==> config.mk <==
export PLATFORM = sky130hd
export DESIGN_NAME = rotate_scroll_ctrl
export DESIGN_NICKNAME = d
export VERILOG_FILES = /design/src/rtl/rotate_pkg.sv /design/src/rtl/rotate_scroll_ctrl_rotator.sv /design/src/rtl/rotate_scroll_ctrl.sv
export SDC_FILE = /design/constraint.sdc
export NUM_CORES = 1
export LEC_CHECK = 0
export CAP_MARGIN = 20
export CORE_MARGIN = 3
export CORE_UTILIZATION = 50
export CTS_CLUSTER_DIAMETER = 120
export CTS_CLUSTER_SIZE = 40
export DETAILED_ROUTE_END_ITERATION = 8
export MAX_ROUTING_LAYER = met4
export PLACE_DENSITY = 0.75
export SYNTH_ARGS = -nofsm -noshare
export SYNTH_HDL_FRONTEND = slang
export SYNTH_SLANG_ARGS = --single-unit
==> constraint.sdc <==
create_clock -name clk -period 2.4 [get_ports clk]
set_input_delay 0.48 -clock clk [delete_from_list [all_inputs] [get_ports clk]]
set_output_delay 0.48 -clock clk [all_outputs]
set_load 0.005 [all_outputs]
==> src/rtl/rotate_pkg.sv <==
// rtl/rotate_pkg.sv - shared types and constants for the nibble scroll controller
// Contents: nibble_t (one 4-bit display digit), NIBBLES (digits per pattern),
//           state_t (IDLE / RUN / HOLD controller states).
package rotate_pkg;

    typedef logic [3:0] nibble_t;

    localparam int NIBBLES = 4;

    typedef enum logic [1:0] {
        IDLE = 2'd0,
        RUN  = 2'd1,
        HOLD = 2'd2
    } state_t;

endpackage

==> src/rtl/rotate_scroll_ctrl_rotator.sv <==
// rtl/rotate_scroll_ctrl_rotator.sv - combinational 4x4-bit nibble left rotator
// Module nibble_rotator.
// Ports:
//   pattern   in  [3:0] nibbles, pattern[3] is the most significant digit
//   shift_amt in  left-rotate amount in nibbles
//   f         out rotated pattern, f[i] = pattern[(i - shift_amt) mod 4]
module nibble_rotator
    import rotate_pkg::*;
(
    input  nibble_t [NIBBLES-1:0] pattern,
    input  logic    [1:0]         shift_amt,
    output nibble_t [NIBBLES-1:0] f
);

    logic [1:0] w_src_idx [NIBBLES];

    always_comb begin
        for (int i = 0; i < NIBBLES; i++) begin
            // 2-bit subtraction gives the mod-4 wrap for free
            w_src_idx[i] = 2'(i) - shift_amt;
            f[i]         = pattern[w_src_idx[i]];
        end
    end

endmodule

==> src/rtl/rotate_scroll_ctrl.sv <==
// rtl/rotate_scroll_ctrl.sv - scrolling sequencer driving the nibble rotator
// Optional feature macro: ROTATE_BIDIR_EN (adds the dir port for right rotation).
// Parameters:
//   TICK_DIV   clock cycles per rotation step (>= 1)
//   DIV_W      prescaler width, derived from TICK_DIV
// Ports:
//   clk, reset                system clock, asynchronous active-high reset
//   dir                       0 = left, 1 = right (ROTATE_BIDIR_EN only)
//   load_valid/ready/data     pattern load handshake
//   start, stop               level run/freeze controls, stop dominates
//   f, shift_amt              rotated pattern and current rotation amount
//   step_pulse, wrap_pulse    registered one-cycle strobes per step / on wrap
//   busy                      high while scrolling (RUN)
module rotate_scroll_ctrl
    import rotate_pkg::*;
#(
    parameter  int TICK_DIV = 50_000_000,
    localparam int DIV_W    = $clog2(TICK_DIV + 1)
) (
    input  logic                  clk,
    input  logic                  reset,
`ifdef ROTATE_BIDIR_EN
    input  logic                  dir,
`endif
    input  logic                  load_valid,
    output logic                  load_ready,
    input  nibble_t [NIBBLES-1:0] load_data,
    input  logic                  start,
    input  logic                  stop,
    output nibble_t [NIBBLES-1:0] f,
    output logic    [1:0]         shift_amt,
    output logic                  step_pulse,
    output logic                  wrap_pulse,
    output logic                  busy
);

    localparam logic [DIV_W-1:0] PRESC_LAST = DIV_W'(TICK_DIV - 1);

    state_t                r_state;
    nibble_t [NIBBLES-1:0] r_pattern;
    logic    [1:0]         r_shift_amt;
    logic    [DIV_W-1:0]   r_prescaler;
    logic                  r_step_pulse;
    logic                  r_wrap_pulse;

    state_t                w_state_next;
    logic                  w_load_ready;
    logic                  w_load_fire;
    logic                  w_step;
    logic                  w_presc_clr;
    logic                  w_presc_inc;
    logic                  w_dir_right;
    logic    [1:0]         w_shift_next;
    logic                  w_wrap;

`ifdef ROTATE_BIDIR_EN
    assign w_dir_right = dir;
`else
    assign w_dir_right = 1'b0;
`endif

    always_ff @(posedge clk or posedge reset) begin
        if (reset) begin
            r_state <= IDLE;
        end else begin
            r_state <= w_state_next;
        end
    end

    always_comb begin
        w_state_next = r_state;
        w_load_ready = (r_state != RUN);
        w_load_fire  = load_valid & w_load_ready;
        w_step       = 1'b0;
        w_presc_clr  = 1'b0;
        w_presc_inc  = 1'b0;

        case (r_state)
            IDLE: begin
                // A load in the same cycle as start wins; start is dropped.
                if (!w_load_fire && start && !stop) begin
                    w_state_next = RUN;
                    w_presc_clr  = 1'b1;
                end
            end
            RUN: begin
                // stop pre-empts a due step, so no pulse is produced either.
                if (stop) begin
                    w_state_next = HOLD;
                end else if (r_prescaler == PRESC_LAST) begin
                    w_step      = 1'b1;
                    w_presc_clr = 1'b1;
                end else begin
                    w_presc_inc = 1'b1;
                end
            end
            HOLD: begin
                if (w_load_fire) begin
                    w_state_next = IDLE;
                end else if (start && !stop) begin
                    w_state_next = RUN;
                    w_presc_clr  = 1'b1;
                end
            end
            default: begin
                w_state_next = IDLE;
            end
        endcase

        // dir is only consulted here, so a mid-period change affects the next step.
        if (w_dir_right) begin
            w_shift_next = r_shift_amt - 2'd1;
            w_wrap       = (r_shift_amt == 2'd0);
        end else begin
            w_shift_next = r_shift_amt + 2'd1;
            w_wrap       = (r_shift_amt == 2'd3);
        end
    end

    always_ff @(posedge clk or posedge reset) begin
        if (reset) begin
            r_pattern    <= '0;
            r_shift_amt  <= 2'd0;
            r_prescaler  <= '0;
            r_step_pulse <= 1'b0;
            r_wrap_pulse <= 1'b0;
        end else begin
            if (w_load_fire) begin
                r_pattern   <= load_data;
                r_shift_amt <= 2'd0;
            end else if (w_step) begin
                r_shift_amt <= w_shift_next;
            end

            if (w_presc_clr) begin
                r_prescaler <= '0;
            end else if (w_presc_inc) begin
                r_prescaler <= r_prescaler + DIV_W'(1);
            end

            // Registered strobes line up with the cycle the new f is visible.
            r_step_pulse <= w_step;
            r_wrap_pulse <= w_step & w_wrap;
        end
    end

    nibble_rotator u_rotator (
        .pattern   (r_pattern),
        .shift_amt (r_shift_amt),
        .f         (f)
    );

    assign shift_amt  = r_shift_amt;
    assign step_pulse = r_step_pulse;
    assign wrap_pulse = r_wrap_pulse;
    assign busy       = (r_state == RUN);
    assign load_ready = w_load_ready;

endmodule

==> flow_summary.ini <==
[outcome]
outcome = finished, final reports clean

[setup_path]
cp.required_ns = 1.92
path_max_fanout = 6
worstReg2RegEnd = r_prescaler[22]$_DFFE_PP0P_
reg2regPathDepth = 6
crit_start = shift_amt[1]$_DFFE_PP0P_
start_kind = flop
path_class = reg -> out
critPathCaptureType = output pin
worstPathArrival_ns = 1.84
regToRegSetupSlack_ns = 0.30
r2r_start = r_prescaler[0]$_DFFE_PP0P_

[logic_synthesis]
ys_seq_elements = 48
ys.flop_type = dfrtp_1
yosysWarnings = 0
synth_nets = 288
netlist_area_um2 = 2890
postSynthAreaPerCell_um2 = 10.9
synth-edff-count = 0
synth-async-reset-ratio_pct = 100
seq_area_frac_synth_pct = 41.6
syn_inst = 265
synth_cell_type_count = 49

[detailed_routing]
via_per_inst = 6.29
first_pass_iters = 5
wl_per_cell_um = 17.9
detail-route-antenna-nets = 0
drtIter0Drc = 170
wl_mm = 7.03
num_vias = 2472
drc = 0

[floorplanning]
core-area_um2 = 5540
die_w_um = 82.0
die-area_um2 = 6720
die_h_um = 82.0
rows = 27
boundaryPins = 43
start_util_pct = 52.1

[cells_and_area]
n_fill_cell = 440
area_growth_pct = 25.7
diodes = 0
layoutNonFillerInstCount = 393
drive_above_1_share_pct = 24.9
regArea_um2 = 1200
multi_input_area_um2 = 1600
fin_nets = 344

[sta]
hold_slack_ns = 0.507
hold_viol = 0
worst_pin_slew_ns = 0.563
fin_crit_sh_pct = 96.5
finalSetupTns_ns = 0
finClkSkew_ns = 0.0111
setup_ws_ns = 0.0836
drv_slew = 0
max_slew_margin_pct = 62.1
finalSetupViolations = 0
rsz0062_at_grt = no
fmax_mhz = 432
fin_crit_ns = 2.32

[placed_design]
preCtsSetupSlack_ns = -0.00640
dp_hpwl_mm = 4.95
dp.cells = 381
port-buffer-count = 42
gp_congestion = 0.882

[clock_tree]
numCtsBuffers = 5
cts.reportedPaths.clkPinSlew_ns = 0.09
clockRootBuffer = clkbuf_8
cts_buffer_depth = 2
clock_sinks = 48
htreeDepth = 2
cts_tree = yes
clk_latency_ns = 0.30

[grt]
grt_overflow = 0
antenna_found_initial = 0
grt_use_total_pct = 22.7
grt_max_degree = 30
grt_pass1_wl_mm = 11.3
grt_pass1_vias = 2298

[pwr]
p_leak_uw = 0.00146
peakVddDrop_mv = 0.320
total_power_uw = 1730
power_density_nw_per_um2 = 476

[flow_run]
maxCapViolations = 0

[min_path]
worst_hold_path_type = in -> async
==> critical path, cell delays in order, from the launching register on <==
cell and delay (ns):
dfrtp_1 0.43, buf_6 0.16, mux4_2 0.49, clkdlybuf4s50_1 0.46
==> registers in the layout (all words and copies together) (netlist names) <==
signal,flops
r_prescaler,26
r_pattern,16
r_state,2
shift_amt,2
step_pulse,1
wrap_pulse,1
==> per-layer routing <==
metal,part of all wire [%],track usage (%),up-vias
li1,-,-,1135
met1,43,31.0,1234
met2,51,35.8,95
met5,0,-,-
met4,0.78,4.82,0
met3,5.4,4.06,8
==> worst max-delay path by stage <==
stage                       end  slack, ns
after CTS                  f[5]      -0.03
after detailed placement   f[9]     -0.006
final                     f[13]       0.08
after floorplan            f[0]       0.33
after global routing      f[14]      0.007
after global placement     f[9]       0.02
==> placed cells by master, fill, tap and decap left out, types with 5 or more instances in the layout <==
master | synthesis | layout
nor2_1 | 14 | 14
clkbuf_8 | 2 | 6
a21oi_1 | 17 | 17
o21ai_0 | 14 | 14
buf_4 | 0 | 19
nand4_1 | 10 | 10
dlymetal6s2s_1 | 0 | 7
mux4_2 | 16 | 16
nor3_1 | 8 | 7
o22ai_1 | 5 | 5
or3_1 | 6 | 6
clkdlybuf4s50_1 | 0 | 28
mux2_2 | 16 | 16
nor4_1 | 10 | 10
nand2_1 | 22 | 22
dfrtp_1 | 48 | 47
mux2i_1 | 5 | 5
nand3_1 | 8 | 8
==> per-stage QoR <==
step	area [um^2]	util (%)
floorplan	2890	-
global placement	3460	62.4
detailed placement	3460	62.4
CTS	3590	64.8
global route	3630	65.4
finish	3630	65.4
==> cells by family after synthesis <==
group	synth area share [%]
fa+ha+maj	0.867
mux	20.5
simple gates	22.2
compound gates	9.76
xor+xnor	1.52
flops	41.6
buf+inv	3.60
==> cell usage after synthesis (all sizes together), types with 3 or more instances <==
cell,count,area share [%]
dfrtp,48,42
nand2,23,3.1
a21oi,17,2.9
mux2,16,6.2
mux4,16,12
nor2,14,1.8
o21ai,14,2.4
clkbuf,13,2.4
nand4,11,2.9
nor4,11,2.9
nand3,10,2.3
nor3,8,1.4
or3,7,1.7
mux2i,5,1.7
o22ai,5,1.1
a31oi,4,0.87
inv,4,0.52
xnor2,4,1.2
a32o,3,1.0
buf,3,0.69
nand2b,3,0.65
==> layout make-up <==
cell class	count	share of cell area [%]
Clock inverter	1	0.242
Sequential cell	48	33.2
Timing Repair Buffer	65	17.4
Tap cell	72	2.48
Inverter	4	0.414
Multi-Input combinational cell	197	44.1
Clock buffer	6	2.28
==> power by group <==
| group | internal, uW | switching (uW) | leakage (uW) |
|---|---|---|---|
| logic | 198 | 110 | 0.000779 |
| registers | 862 | 62.9 | 0.000630 |
| clock network | 230 | 264 | 0.0000473 |
==> what timing repair did <==
item / CTS / global route
setup endpoints to repair: 14 / 13
gates resized for setup: 15 / 13
buffers inserted: 2 / 3
hold endpoints to repair: 0 / 0
hold buffers: 0 / 0
pin swaps: 0 / 1
No activity file was read; power rests on OpenSTA's default activity.
